### src/rtl/cpu_pkg.sv
// Shared CPU I/O definitions: bus width, bus-source select codes and the
// read-edge FSM state type used by the InPort (and its OutPort companion).
package cpu_pkg;

    localparam int DATA_W = 32;

    // Select codes for the DataPath bus multiplexer sources.
    typedef enum logic [2:0] {
        BUS_SRC_NONE   = 3'd0,
        BUS_SRC_REG    = 3'd1,
        BUS_SRC_PC     = 3'd2,
        BUS_SRC_MDR    = 3'd3,
        BUS_SRC_INPORT = 3'd4,
        BUS_SRC_CONST  = 3'd5
    } bus_src_t;

    // IDLE: waiting for a rising InPortout; HOLD: assertion in progress.
    typedef enum logic {
        IDLE = 1'b0,
        HOLD = 1'b1
    } port_state_t;

endpackage

### src/rtl/inport_buffer_if.sv
// Producer-side valid/ready handshake into the InPort buffer.
interface inport_buffer_if #(
    parameter int DATA_W = cpu_pkg::DATA_W
);
    logic [DATA_W-1:0] ext_data;
    logic              ext_valid;
    logic              ext_ready;

    // External producer drives data/valid and observes ready.
    modport master (
        output ext_data,
        output ext_valid,
        input  ext_ready
    );

    // The buffer consumes data/valid and reports ready.
    modport slave (
        input  ext_data,
        input  ext_valid,
        output ext_ready
    );
endinterface

### src/rtl/inport_fifo.sv
// DEPTH x DATA_W FIFO with power-of-two wrapping pointers and an AW+1 bit
// occupancy count. Push is refused when full, pop is refused when empty.
module inport_fifo #(
    parameter int DATA_W = 32,
    parameter int DEPTH  = 4,
    parameter int AW     = 2
) (
    input  logic              clock,
    input  logic              clear,
    input  logic              push,
    input  logic [DATA_W-1:0] wr_data,
    input  logic              pop,
    output logic [DATA_W-1:0] rd_data,
    output logic [AW:0]       count,
    output logic              full,
    output logic              empty
);

    logic [DATA_W-1:0] mem [DEPTH];
    logic [AW-1:0]     wr_ptr;
    logic [AW-1:0]     rd_ptr;
    logic              push_ok;
    logic              pop_ok;

    // Qualify requests against the current occupancy; full/empty come from count.
    always_comb begin
        full    = (count == (AW+1)'(DEPTH));
        empty   = (count == '0);
        push_ok = push & ~full;
        pop_ok  = pop & ~empty;
        rd_data = mem[rd_ptr];
    end

    // Storage is written without reset; contents are only visible once counted.
    always_ff @(posedge clock) begin
        if (push_ok) begin
            mem[wr_ptr] <= wr_data;
        end
    end

    // Pointers wrap naturally at DEPTH because DEPTH is a power of two.
    always_ff @(posedge clock or posedge clear) begin
        if (clear) begin
            wr_ptr <= '0;
            rd_ptr <= '0;
            count  <= '0;
        end else begin
            if (push_ok) begin
                wr_ptr <= wr_ptr + AW'(1);
            end
            if (pop_ok) begin
                rd_ptr <= rd_ptr + AW'(1);
            end
            case ({push_ok, pop_ok})
                2'b10:   count <= count + (AW+1)'(1);
                2'b01:   count <= count - (AW+1)'(1);
                default: count <= count;
            endcase
        end
    end

endmodule

### src/rtl/inport_buffer.sv
// CPU InPort: buffers producer words and presents one word on the bus per
// rising edge of InPortout. The word appears in the same cycle as the edge
// and is then held until the next read.
module inport_buffer
    import cpu_pkg::*;
#(
    parameter int DATA_W = 32,
    parameter int DEPTH  = 4,
    parameter int AW     = 2
) (
    input  logic              clock,
    input  logic              clear,
    inport_buffer_if.slave    prod,
    input  logic              InPortout,
    output logic [DATA_W-1:0] BusMuxIn_InPort,
    output logic              in_avail,
    output logic [AW:0]       in_count,
    output logic              underrun,
    input  logic              underrun_clr
);

    port_state_t       state;
    logic              rd_prev;
    logic              rd_start;
    logic [DATA_W-1:0] hold_reg;
    logic [DATA_W-1:0] fifo_rd_data;
    logic [DATA_W-1:0] shown_word;
    logic              fifo_full;
    logic              fifo_empty;

    inport_fifo #(
        .DATA_W (DATA_W),
        .DEPTH  (DEPTH),
        .AW     (AW)
    ) u_fifo (
        .clock   (clock),
        .clear   (clear),
        .push    (prod.ext_valid),
        .wr_data (prod.ext_data),
        .pop     (rd_start),
        .rd_data (fifo_rd_data),
        .count   (in_count),
        .full    (fifo_full),
        .empty   (fifo_empty)
    );

    // Read edge detect and zero-latency bus view: an empty read shows zero.
    always_comb begin
        rd_start        = InPortout & ~rd_prev;
        shown_word      = fifo_empty ? '0 : fifo_rd_data;
        BusMuxIn_InPort = rd_start ? shown_word : hold_reg;
        prod.ext_ready  = ~fifo_full;
        in_avail        = ~fifo_empty;
    end

    // Read-edge FSM; rd_prev resets low so a held InPortout after clear is a new read.
    always_ff @(posedge clock or posedge clear) begin
        if (clear) begin
            state   <= IDLE;
            rd_prev <= 1'b0;
        end else begin
            rd_prev <= InPortout;
            case (state)
                IDLE:    if (rd_start)   state <= HOLD;
                HOLD:    if (!InPortout) state <= IDLE;
                default: state <= IDLE;
            endcase
        end
    end

    // Capture the word shown on the read edge so it stays on the bus afterwards.
    always_ff @(posedge clock or posedge clear) begin
        if (clear) begin
            hold_reg <= '0;
        end else if (rd_start) begin
            hold_reg <= shown_word;
        end
    end

    // Sticky underrun; a new empty read takes priority over the clear request.
    always_ff @(posedge clock or posedge clear) begin
        if (clear) begin
            underrun <= 1'b0;
        end else if (rd_start && fifo_empty) begin
            underrun <= 1'b1;
        end else if (underrun_clr) begin
            underrun <= 1'b0;
        end
    end

endmodule
### src/flat_wrapper.sv
// flat-port wrapper written by rule: the top's interface ports become plain ports
module inport_buffer_flat import cpu_pkg::*;
#(
    parameter int DATA_W = 32,
    parameter int DEPTH  = 4,
    parameter int AW     = 2
)
  (clock, clear, InPortout, BusMuxIn_InPort, in_avail, in_count, underrun, underrun_clr, prod_ext_data, prod_ext_valid, prod_ext_ready);
  inport_buffer_if #(.DATA_W(DATA_W)) prod_i ();
  input  logic clock;
  input  logic clear;
  input  logic InPortout;
  output logic [DATA_W-1:0] BusMuxIn_InPort;
  output logic in_avail;
  output logic [AW:0] in_count;
  output logic underrun;
  input  logic underrun_clr;
  input wire logic [$bits(prod_i.ext_data)-1:0] prod_ext_data;
  input wire logic [$bits(prod_i.ext_valid)-1:0] prod_ext_valid;
  output wire logic [$bits(prod_i.ext_ready)-1:0] prod_ext_ready;
  assign prod_i.ext_data = prod_ext_data;
  assign prod_i.ext_valid = prod_ext_valid;
  assign prod_ext_ready = prod_i.ext_ready;
  inport_buffer #(.DATA_W(DATA_W), .DEPTH(DEPTH), .AW(AW)) u_core (.clock(clock), .clear(clear), .prod(prod_i), .InPortout(InPortout), .BusMuxIn_InPort(BusMuxIn_InPort), .in_avail(in_avail), .in_count(in_count), .underrun(underrun), .underrun_clr(underrun_clr));
endmodule
### config.mk
export PLATFORM = sky130hd
export DESIGN_NAME = inport_buffer_flat
export DESIGN_NICKNAME = d
export VERILOG_FILES = /design/src/rtl/cpu_pkg.sv /design/src/rtl/inport_buffer_if.sv /design/src/rtl/inport_fifo.sv /design/src/rtl/inport_buffer.sv /design/src/flat_wrapper.sv
export SDC_FILE = /design/constraint.sdc
export NUM_CORES = 1
export LEC_CHECK = 0
export ABC_CLOCK_PERIOD_IN_PS = 4540
export CORE_MARGIN = 2
export CORE_UTILIZATION = 30
export CTS_BUF_LIST = sky130_fd_sc_hd__clkbuf_8 sky130_fd_sc_hd__clkbuf_16
export DETAILED_ROUTE_END_ITERATION = 16
export PLACE_DENSITY = 0.49
export SLEW_MARGIN = 25
export SYNTH_ARGS = -nofsm -noshare
export SYNTH_HDL_FRONTEND = slang
export SYNTH_HIERARCHICAL = 1
export SYNTH_SLANG_ARGS = --single-unit
### constraint.sdc
create_clock -name clock -period 4.54 [get_ports clock]
set_clock_uncertainty 0.05 [all_clocks]
set_input_delay 0.681 -clock clock [delete_from_list [all_inputs] [get_ports clock]]
set_output_delay 0.681 -clock clock [all_outputs]
set_load 0.1 [all_outputs]
==> metrics <==
number of warnings issued by yosys=6; relative slew slack=about a third; crit path max-delay cell type=dfrtp_2; DR vias=3060; CTS clk-pin slew, worst paths=0.06 ns; max-cap viol count=0; final-stage net count=442; Total Wirelength=roughly 13000 microns; CP Buf/Inv Count=2; Critical Path AT=~2.8 ns; largest net degree at the start of global routing=35; total CTS buffers=17; Largest register FFs=128; DR pass1 iterations=4; # hold bufs at CTS=0; FP Rows=54; CP cell instances=buf_4, mux4_1, nor2b_1, mux2_2, buf_4; Post-DP HPWL=7470 microns; core area=~22000 sq um; Filler cells=2019; diode count=0; first-pass GRT wire length=around 20000 microns; H-tree Lvls=4; Syn Nets=360; Die ar.=23700 sq um; Final TNS setup=0 ns; I/O pin count=75; area growth from synthesis to final layout=21.6%; Most Frequent Cell on Critical Path=buf_4; Clk Latency, worst-skew pair=0.42 ns; antenna violations before repair=0; starting density of the core=30.7%; gpl congestion=around 0.65; Syn Inst Count=317; fin. max-slew vios=0; Synth cell types=26; Seq/Total Area, Yosys=72.3%; fmax=roughly 290 MHz; post_cts resized=0; vias in the first global route=3455; Max Root-Sink Buffers=2; TritonCTS sink count=169; PortBufs=74; minimum clock period=3.49 ns; Finish-stage setup viols=0; final period utilization=76.8%; clk root buf=clkbuf_16; Post-CTS Setup Inserts=0; Startpoint Class=register; Syn Std Cell Area=6740 sq um; die height=154 microns; Post-Syn Area per Cell=21.2 sq um; largest area contributor in the netlist=edfxtp_1; commonest cells after routing, fill and taps aside=edfxtp_1 (128), clkdlybuf4s50_1 (42), dfrtp_1 (39); area share of the largest cell type after synthesis=57.1%; endpoints failing hold=0; DRC=0; synth top area cells=edfxtp_1 (57%), dfrtp_1 (15%), mux4_2 (9.4%); status=complete, no violations; Worst EP required=3.81 ns; DRT iter0 DRCs=147; worst slew pin tran=just over 1 ns; fraction of layout cells with a size suffix above 1=between 30% and 40%; number of vias per cell=4.42; crit path max fanout=16; HP Class=register to register; GRT overflow=0; Worst path max stage delay=0.73 ns; unrepaired setup endpoints after global routing=false; routed len/inst=18.9 microns; commonest non-fill, non-tap cell in the layout=edfxtp_1; CP Class=register to output pin; TritonCTS clock tree=built; Final ANT Viol Nets=0; Total Routing Usage GR=11.8%; Top delay family on crit path=multiplexers; Die X=about 150 microns; register bit total from synthesis=approximately 170; CP Capture Type=output pin
==> synthesized netlist by cell type, drive strengths merged <==
master / count
nor3b: 1
xor2: 3
mux4: 32
nor2: 1
ha: 5
fa: 1
clkbuf: 1
nor3: 1
and2: 4
xnor2: 3
edfxtp: 128
nand2: 1
mux2: 33
buf: 14
mux2i: 1
dfrtp: 41
a22o: 1
o31a: 1
nor2b: 34
inv: 11
==> worst reg2reg max path: stages, from the launching register on <==
cell	delay, ns
dfrtp_1	0.40
nor2b_4	0.53
o31a_1	0.32
ha_1	0.20
inv_1	0.06
fa_1	0.37
xor2_1	0.15
nor2_1	0.11
xor2_1	0.15
==> metrics by stage <==
| stage | hold slack (ns) | instance area [sq um] | worst slack [ns] | utilization, % | cells |
|---|---|---|---|---|---|
| 3_5_place_dp | 0.430 | 7620 | 1.14 | 34.7 | 660 |
| 3_3_place_gp | 0.433 | 7620 | 1.21 | 34.7 | 660 |
| 4_1_cts | 0.448 | 8190 | 0.947 | 37.3 | 692 |
| 5_1_grt | 0.457 | 8190 | 0.859 | 37.3 | 692 |
| 2_1_floorplan | 0.434 | 6740 | 1.71 | - | 317 |
| 6_report | 0.443 | 8190 | 1.05 | 37.3 | 692 |
==> final timing paths <==
path | from | to | slack [ns] | cells after the start
max | u_core/u_fifo/rd_ptr[0]$_DFFE_PP0P_ | BusMuxIn_InPort[1] | 1.05 | 5
min reg2reg | u_core/hold_reg[19]$_DFF_PP0_ | u_core/hold_reg[19]$_DFF_PP0_ | 0.44 | 1
min | u_core/hold_reg[19]$_DFF_PP0_ | u_core/hold_reg[19]$_DFF_PP0_ | 0.44 | 1
min in group asynchronous | clear | u_core/u_fifo/wr_ptr[0]$_DFFE_PP0P_ | 0.51 | 2
max reg2reg | u_core/rd_prev$_DFF_PP0_ | u_core/u_fifo/count[2]$_DFFE_PP0P_ | 2.12 | 8
max in group asynchronous | clear | u_core/hold_reg[20]$_DFF_PP0_ | 3.16 | 2
==> area by class of cell <==
type	count	area, sq um	area share (%)
well taps	280	350	4.28
clock buffers	17	425	5.19
flip-flops and latches	169	4870	59.5
repair buffers	78	703	8.58
clock inverters	15	141	1.73
inverters	11	41.3	0.504
multi-input cells	122	1660	20.3
==> kinds of logic after synthesis <==
group / Yosys count / synth area share [%]
AO/OA/AOI/OAI: 2 / 0.260
XOR/XNOR: 6 / 0.780
adder cells (fa/ha/maj): 6 / 1.23
buffers and inverters: 26 / 3.23
flip-flops: 169 / 72.3
multiplexers: 66 / 18.1
AND/OR/NAND/NOR: 42 / 4.05
==> metal layers <==
layer	track usage, %	part of all wire [%]
met5	0	0
met4	3.87	1.3
met3	3.97	3.9
met2	19.8	51
met1	14.4	44
Power is not shown: default switching activity piles up to over one toggle a cycle in this logic, so the estimate is an artifact.
